## config.mk

```make
export PLATFORM = sky130hd
export DESIGN_NAME = uart_word_rx_flat
export DESIGN_NICKNAME = d
export VERILOG_FILES = /design/src/rtl/uart_pkg.sv /design/src/rtl/uart_word_rx_if.sv /design/src/rtl/uart_rx_byte.sv /design/src/rtl/uart_word_rx.sv /design/src/flat_wrapper.sv
export SDC_FILE = /design/constraint.sdc
export NUM_CORES = 1
export LEC_CHECK = 0
export CORE_UTILIZATION = 45
export DETAILED_ROUTE_END_ITERATION = 10
export GPL_TIMING_DRIVEN = 0
export PLACE_DENSITY = 0.65
export RECOVER_POWER = 50
export SYNTH_ARGS = -nofsm -noshare
export SYNTH_HDL_FRONTEND = slang
export SYNTH_SLANG_ARGS = --single-unit
```

## constraint.sdc

```tcl
create_clock -name clk -period 4.8 [get_ports clk]
set_clock_uncertainty 0.1 [all_clocks]
set_input_delay 0.96 -clock clk [delete_from_list [all_inputs] [get_ports clk]]
set_output_delay 0.96 -clock clk [all_outputs]
set_load 0.01 [all_outputs]
```

## src/rtl/uart_pkg.sv

```systemverilog
// Shared types and sizes for the serial download receiver.
// Optional even parity is selected with UART_PARITY_EN.
package uart_pkg;

    typedef enum logic [2:0] {
        IDLE,
        START,
        DATA,
        PARITY,
        STOP
    } rx_state_t;

    localparam int BYTES_PER_WORD = 4;
    localparam int DATA_BITS      = 8;

endpackage

```

## src/rtl/uart_word_rx_if.sv

```systemverilog
// Receiver-side bundle: serial pin and flush in, byte/word strobes out.
// slave is the receiver, master is the consumer/driver side.
interface uart_word_rx_if;
    import uart_pkg::*;

    logic                   rx;
    logic                   clr;
    logic [DATA_BITS-1:0]   byte_data;
    logic                   byte_valid;
    logic [31:0]            instr;
    logic                   word_valid;
    logic                   frame_err;
    logic                   busy;

    modport slave (
        input  rx,
        input  clr,
        output byte_data,
        output byte_valid,
        output instr,
        output word_valid,
        output frame_err,
        output busy
    );

    modport master (
        output rx,
        output clr,
        input  byte_data,
        input  byte_valid,
        input  instr,
        input  word_valid,
        input  frame_err,
        input  busy
    );
endinterface

```

## src/rtl/uart_rx_byte.sv

```systemverilog
// 8N1 byte receiver: 2-flop synchroniser, bit FSM, byte/error strobes.
// With UART_PARITY_EN an even-parity bit is checked before the stop bit.
module uart_rx_byte
    import uart_pkg::*;
#(
    parameter int CLKS_PER_BIT = 868
) (
    input  logic                 clk,
    input  logic                 reset,
    input  logic                 rx_i,
    output logic [DATA_BITS-1:0] byte_o,
    output logic                 byte_valid_o,
    output logic                 frame_err_o,
    output logic                 busy_o,
    output logic                 start_o,
    output logic                 idle_o
);

    localparam int CW = $clog2(CLKS_PER_BIT);
    localparam int BW = $clog2(DATA_BITS);
    localparam logic [CW-1:0] HALF = CW'(CLKS_PER_BIT / 2 - 1);
    localparam logic [CW-1:0] FULL = CW'(CLKS_PER_BIT - 1);
    localparam logic [BW-1:0] LAST_BIT = BW'(DATA_BITS - 1);

    logic [1:0]           sync_q;
    rx_state_t            state_q, state_d;
    logic [CW-1:0]        cnt_q, cnt_d;
    logic [BW-1:0]        bit_q, bit_d;
    logic [DATA_BITS-1:0] shift_q, shift_d;
    logic [DATA_BITS-1:0] byte_q, byte_d;
    logic                 byte_valid_q, byte_valid_d;
    logic                 frame_err_q, frame_err_d;
    logic                 busy_q, busy_d;
    logic                 wait_hi_q, wait_hi_d;
    logic                 par_bad;
    logic                 rxs;

`ifdef UART_PARITY_EN
    logic par_err_q, par_err_d;
    assign par_bad = par_err_q;
`else
    assign par_bad = 1'b0;
`endif

    assign rxs          = sync_q[1];
    assign byte_o       = byte_q;
    assign byte_valid_o = byte_valid_q;
    assign frame_err_o  = frame_err_q;
    assign busy_o       = busy_q;
    assign idle_o       = (state_q == IDLE);

    // State and datapath registers; synchroniser presets to line-idle.
    always_ff @(posedge clk or negedge reset) begin
        if (!reset) begin
            sync_q       <= 2'b11;
            state_q      <= IDLE;
            cnt_q        <= '0;
            bit_q        <= '0;
            shift_q      <= '0;
            byte_q       <= '0;
            byte_valid_q <= 1'b0;
            frame_err_q  <= 1'b0;
            busy_q       <= 1'b0;
            wait_hi_q    <= 1'b0;
`ifdef UART_PARITY_EN
            par_err_q    <= 1'b0;
`endif
        end else begin
            sync_q       <= {sync_q[0], rx_i};
            state_q      <= state_d;
            cnt_q        <= cnt_d;
            bit_q        <= bit_d;
            shift_q      <= shift_d;
            byte_q       <= byte_d;
            byte_valid_q <= byte_valid_d;
            frame_err_q  <= frame_err_d;
            busy_q       <= busy_d;
            wait_hi_q    <= wait_hi_d;
`ifdef UART_PARITY_EN
            par_err_q    <= par_err_d;
`endif
        end
    end

    // Bit FSM: mid-bit sampling, glitch rejection, stop/parity check.
    always_comb begin
        state_d      = state_q;
        cnt_d        = cnt_q;
        bit_d        = bit_q;
        shift_d      = shift_q;
        byte_d       = byte_q;
        byte_valid_d = 1'b0;
        frame_err_d  = 1'b0;
        busy_d       = busy_q;
        wait_hi_d    = wait_hi_q;
        start_o      = 1'b0;
`ifdef UART_PARITY_EN
        par_err_d    = par_err_q;
`endif
        unique case (state_q)
            IDLE: begin
                if (wait_hi_q) begin
                    if (rxs) wait_hi_d = 1'b0;
                end else if (!rxs) begin
                    state_d = START;
                    cnt_d   = HALF;
                    start_o = 1'b1;
                end
            end
            START: begin
                if (cnt_q == '0) begin
                    if (!rxs) begin
                        state_d = DATA;
                        cnt_d   = FULL;
                        bit_d   = '0;
                        busy_d  = 1'b1;
                    end else begin
                        state_d = IDLE;
                    end
                end else begin
                    cnt_d = cnt_q - 1'b1;
                end
            end
            DATA: begin
                if (cnt_q == '0) begin
                    shift_d = {rxs, shift_q[DATA_BITS-1:1]};
                    cnt_d   = FULL;
                    bit_d   = bit_q + 1'b1;
                    if (bit_q == LAST_BIT) begin
`ifdef UART_PARITY_EN
                        state_d = PARITY;
`else
                        state_d = STOP;
`endif
                    end
                end else begin
                    cnt_d = cnt_q - 1'b1;
                end
            end
`ifdef UART_PARITY_EN
            PARITY: begin
                if (cnt_q == '0) begin
                    par_err_d = (^shift_q) ^ rxs;
                    cnt_d     = FULL;
                    state_d   = STOP;
                end else begin
                    cnt_d = cnt_q - 1'b1;
                end
            end
`endif
            STOP: begin
                if (cnt_q == '0) begin
                    state_d = IDLE;
                    busy_d  = 1'b0;
                    if (rxs && !par_bad) begin
                        byte_d       = shift_q;
                        byte_valid_d = 1'b1;
                    end else begin
                        frame_err_d = 1'b1;
                        wait_hi_d   = !rxs;
                    end
                end else begin
                    cnt_d = cnt_q - 1'b1;
                end
            end
            default: state_d = IDLE;
        endcase
    end

endmodule

```

## src/rtl/uart_word_rx.sv

```systemverilog
// Packs received bytes little-endian into 32-bit words, with idle timeout
// and flush. Parity checking is enabled with UART_PARITY_EN.
module uart_word_rx
    import uart_pkg::*;
#(
    parameter int CLKS_PER_BIT      = 868,
    parameter int IDLE_TIMEOUT_BITS = 40
) (
    input  logic           clk,
    input  logic           reset,
    uart_word_rx_if.slave  bus
);

    localparam int NW  = $clog2(BYTES_PER_WORD);
    localparam int TMO = IDLE_TIMEOUT_BITS * CLKS_PER_BIT;
    localparam int TW  = $clog2(TMO + 1);
    localparam logic [NW-1:0] LAST_IDX = NW'(BYTES_PER_WORD - 1);
    localparam logic [TW-1:0] TMO_LAST = TW'(TMO - 1);

    logic [DATA_BITS-1:0] byte_data;
    logic                 byte_valid;
    logic                 frame_err;
    logic                 start;
    logic                 idle;
    logic                 word_fire;

    logic [NW-1:0]                             cnt_q, cnt_d;
    logic [BYTES_PER_WORD-2:0][DATA_BITS-1:0]  buf_q, buf_d;
    logic [31:0]                               instr_q, instr_d;
    logic [TW-1:0]                             tmo_q, tmo_d;

    uart_rx_byte #(
        .CLKS_PER_BIT (CLKS_PER_BIT)
    ) u_byte (
        .clk          (clk),
        .reset        (reset),
        .rx_i         (bus.rx),
        .byte_o       (byte_data),
        .byte_valid_o (byte_valid),
        .frame_err_o  (frame_err),
        .busy_o       (bus.busy),
        .start_o      (start),
        .idle_o       (idle)
    );

    assign bus.byte_data  = byte_data;
    assign bus.byte_valid = byte_valid;
    assign bus.frame_err  = frame_err;
    assign bus.word_valid = word_fire;
    assign bus.instr      = instr_d;

    // Word assembly registers and idle-timeout counter.
    always_ff @(posedge clk or negedge reset) begin
        if (!reset) begin
            cnt_q   <= '0;
            buf_q   <= '0;
            instr_q <= '0;
            tmo_q   <= '0;
        end else begin
            cnt_q   <= cnt_d;
            buf_q   <= buf_d;
            instr_q <= instr_d;
            tmo_q   <= tmo_d;
        end
    end

    // Flush beats a completing byte; the word strobe shares its cycle.
    always_comb begin
        cnt_d     = cnt_q;
        buf_d     = buf_q;
        instr_d   = instr_q;
        tmo_d     = '0;
        word_fire = 1'b0;
        if (idle && cnt_q != '0 && !start) tmo_d = tmo_q + 1'b1;
        if (bus.clr) begin
            cnt_d = '0;
            buf_d = '0;
        end else if (byte_valid) begin
            cnt_d = cnt_q + 1'b1;
            if (cnt_q == LAST_IDX) begin
                word_fire = 1'b1;
                instr_d   = {byte_data, buf_q};
            end else begin
                for (int i = 0; i < BYTES_PER_WORD - 1; i++)
                    if (cnt_q == NW'(i)) buf_d[i] = byte_data;
            end
        end else if (frame_err) begin
            cnt_d = '0;
        end else if (tmo_q == TMO_LAST) begin
            cnt_d = '0;
        end
    end

endmodule

```

## src/flat_wrapper.sv

```systemverilog
// flat-port wrapper written by rule: the top's interface ports become plain ports
module uart_word_rx_flat import uart_pkg::*;
#(
    parameter int CLKS_PER_BIT      = 868,
    parameter int IDLE_TIMEOUT_BITS = 40
)
  (clk, reset, bus_rx, bus_clr, bus_byte_data, bus_byte_valid, bus_instr, bus_word_valid, bus_frame_err, bus_busy);
  uart_word_rx_if bus_i ();
  input  logic clk;
  input  logic reset;
  input wire logic [$bits(bus_i.rx)-1:0] bus_rx;
  input wire logic [$bits(bus_i.clr)-1:0] bus_clr;
  output wire logic [$bits(bus_i.byte_data)-1:0] bus_byte_data;
  output wire logic [$bits(bus_i.byte_valid)-1:0] bus_byte_valid;
  output wire logic [$bits(bus_i.instr)-1:0] bus_instr;
  output wire logic [$bits(bus_i.word_valid)-1:0] bus_word_valid;
  output wire logic [$bits(bus_i.frame_err)-1:0] bus_frame_err;
  output wire logic [$bits(bus_i.busy)-1:0] bus_busy;
  assign bus_i.rx = bus_rx;
  assign bus_i.clr = bus_clr;
  assign bus_byte_data = bus_i.byte_data;
  assign bus_byte_valid = bus_i.byte_valid;
  assign bus_instr = bus_i.instr;
  assign bus_word_valid = bus_i.word_valid;
  assign bus_frame_err = bus_i.frame_err;
  assign bus_busy = bus_i.busy;
  uart_word_rx #(.CLKS_PER_BIT(CLKS_PER_BIT), .IDLE_TIMEOUT_BITS(IDLE_TIMEOUT_BITS)) u_core (.clk(clk), .reset(reset), .bus(bus_i));
endmodule
```

==> reports/qor.txt, run 1 <==
status: finished with violations
failing checks: capacitance limit, slew limit
post-layout instance area: 5830 sq um
Tmin final: 4090 ps
Cell Area, Synth: 4990 sq um
Post-synth EDFFs: 0
Worst Setup Start Kind: input port
width of the chip: 107 um
number of synthesized register bits: 112
Die Area: 11500 sq um
Antenna Cells: 0
clock sink count: 112
Mapped Nets: 446
Placement Cell Area: 5650 sq um
# setup viols final: 0
first-pass GRT wire length: 16.9 mm
drt first pass iters: 6
vias in the first global route: 3404
flop-to-flop setup slack: 1950 ps
number of CTS-inserted buffers: 9
Worst Path Required: 3740 ps
clk_lat worst skew: 390 ps
Fmax: 0.245 GHz
Max VDD drop: 0.174 mV
Die Y: 107 um
Final ANT Viol Nets: 0
vias per cell: 5.51
Crit. End Element: primary output
Net count, final: 504
post-cts resize count: 0
clock root buffer: clkbuf_8
core area: 10800 sq um
GRT overflow: 0
synthesized area per cell: 11.5 sq um
port bufs: 46
top_reg_cell synth: dfrtp_1
Detailed Route Iter0 Violations: 122
clk buf depth: 2
Initial Utilization: 46.0%
compound-gate portion of the synthesized area: 8.76%
Area Growth Syn to Fin: 17.0%
RSZ-0062 raised after global routing: false
DR vias: 3507
final hold viol count: 0
Clock transition at path regs: 110 ps
H-tree Lvls: 3
Hold Crit Start: u_core.u_byte.sync_q[0]
peak fanout along the critical path: 10
wire per inst: 15.5 um
WL final: 9.86 mm
Leakage: 2.55 nW
Residual DRC: 0
CTS Hold Bufs: 0
reg2reg start: u_core.u_byte.state_q[0]
antenna violations before repair: 0
Highest Signal Layer: met4
Hold Path Cell Cnt: 0
largest net degree at the start of global routing: 61
Power, Total: 0.00152 W
path category of the worst min-delay check: reg2reg
Synth Warn #: 0
largest family of logic cells by synthesized area: simple AND/OR/NAND/NOR gates
IO Pins: 48
DP HPWL: 6.85 mm
Post-CTS Setup Repair Bufs: 0
Routability Congestion: 0.836
simple-gate share of the synthesized area: 15.8%
fraction of layout cells with a size suffix above 1: 15.3%
critical path class: in2out
routed wl met2: 4.85 mm
count of different cell masters after synthesis: 57
pwr dens: 261 nW/um^2
Reg2Reg Depth: 5
CP arrival: 3030 ps
slew margin rel.: -98.0%
Worst Tran Pin Value: 2970 ps
multiplexer area fraction after synthesis: 12.1%
Metal-1 WL: 4.42 mm
Slew Viols, Final: 53
Post-synth ARST share: 100%
metal3 WL: 471 um
Final period util: 85.1%
CTS tree: yes
synthesized netlist cell count: 434
Seq/Total Area, Yosys: 56.3%
Post-Synth Adder-Cell Area: 2.01%
total track usage: 19.0%
# rows: 38
max cap viols: 1
worst hold path endpoint: u_core.u_byte.sync_q[1]
r2r endpoint: u_core.u_byte.cnt_q[1]
XOR/XNOR Fraction of Synth Area: 2.28%
state kept, by name, summed over array words and instances (netlist names):
register / flops
u_core.u_byte.sync_q: 2
u_core.u_byte.frame_err_o: 1
u_core.cnt_q: 2
u_core.u_byte.state_q: 3
u_core.u_byte.byte_valid_o: 1
u_core.u_byte.shift_q: 8
u_core.instr_q: 32
u_core.tmo_q: 16
u_core.buf_q: 24
u_core.u_byte.bit_q: 3
u_core.u_byte.wait_hi_q: 1
u_core.u_byte.busy_o: 1
u_core.u_byte.cnt_q: 10
u_core.u_byte.byte_o: 8
where the power goes:
| part | internal [W] | switching (W) |
|---|---|---|
| logic | 0.00000456 | 0.0000226 |
| clock network | 0.000203 | 0.000346 |
| registers | 0.000945 | 0.00000120 |
| total | 0.00115 | 0.000369 |
cells in the final DEF (no fill, tap or decap), drive strengths merged, types with 2 or more instances in the layout:
cell type        n
nand3           34
nor3            11
a22o             5
and2             3
nor4             9
or2              2
buf              7
or3              5
inv             16
a211o            2
nand2           36
dfstp            2
clkinv           2
nor2b            3
o211ai           3
and3             2
xnor2           12
a21oi           30
a32o             2
nor2            27
dfrtp          110
clkdlybuf4s50   44
mux2            51
clkbuf          26
ha               8
o21ai            9
nor3b            3
o31ai            5
o311ai           2
nand4b           2
nand4            3
or4b             3
layout make-up:
class | count | area, sq um
clock inverters | 7 | 70.1
clock buffers | 9 | 124
flip-flops and latches | 112 | 2810
inverters | 12 | 45.0
multi-input cells | 288 | 2040
well taps | 140 | 175
plain buffers | 22 | 92.6
fillers | 978 | 5010
repair buffers | 47 | 482
worst max-delay path by stage:
stage	endpoint	cells after the start	slack (ps)	from
floorplan	bus_instr[10]	5	1550	bus_clr
global placement	u_core.u_byte.cnt_q[4]	1	-1540	reset
detailed placement	bus_instr[28]	6	680	bus_clr
CTS	bus_instr[28]	6	680	bus_clr
global route	bus_instr[4]	6	540	bus_clr
finish	bus_instr[28]	6	710	bus_clr
synthesized netlist by cell type (7+ instances only):
cell type | number | area share [%]
a21oi_1 | 30 | 3.0
clkbuf_1 | 16 | 1.2
dfrtp_1 | 110 | 55
ha_1 | 8 | 2.0
inv_1 | 12 | 0.90
mux2_1 | 7 | 1.6
mux2_2 | 36 | 8.1
mux2_4 | 8 | 2.4
nand2_1 | 35 | 2.6
nand3_1 | 33 | 3.3
nor2_1 | 27 | 2.0
nor3_1 | 10 | 1.0
nor4_1 | 7 | 0.88
o21ai_0 | 8 | 0.80
xnor2_1 | 12 | 2.1
kinds of logic (layout without fill, tap and decap cells):
| family | count (synthesis) | count (layout) |
|---|---|---|
| and+or+nand+nor | 148 | 148 |
| DFF | 112 | 112 |
| AOI/OAI and AO/OA | 68 | 68 |
| muxes | 51 | 51 |
| buffers and inverters | 34 | 97 |
| xor gates and xnor gates | 13 | 13 |
| adders and majority gates | 8 | 8 |
worst max-delay path: stages:
cell	delay, ps
clkbuf_1	280
nor2b_1	130
nand2_1	250
buf_1	510
mux2_2	420
clkdlybuf4s50_1	480
through the flow:
step | cells | utilization, % | setup TNS (ps) | setup slack, ps | hold WS [ps]
5_1_grt | 637 | 53.8 | 0 | 536 | 272
2_1_floorplan | 434 | - | 0 | 1550 | 245
3_3_place_gp | 620 | 51.9 | -169670 | -1540 | 246
3_5_place_dp | 621 | 52.1 | 0 | 679 | 248
4_1_cts | 637 | 53.9 | 0 | 677 | 265
6_report | 637 | 53.8 | 0 | 715 | 264
routing by layer:
metal  up-vias  global-route usage, %
met2        82                   31.1
met5         -                      0
met1      1748                   25.2
met4         0                   5.48
li1       1668                      -
met3         9                   4.36
No activity file was read; power rests on OpenSTA's default activity.
==> run 2: changes to the inputs <==
- TNS_END_PERCENT: default -> 50
==> results of run 2 <==
No change in the layout: final DEF, timing and power equal those of run 1.
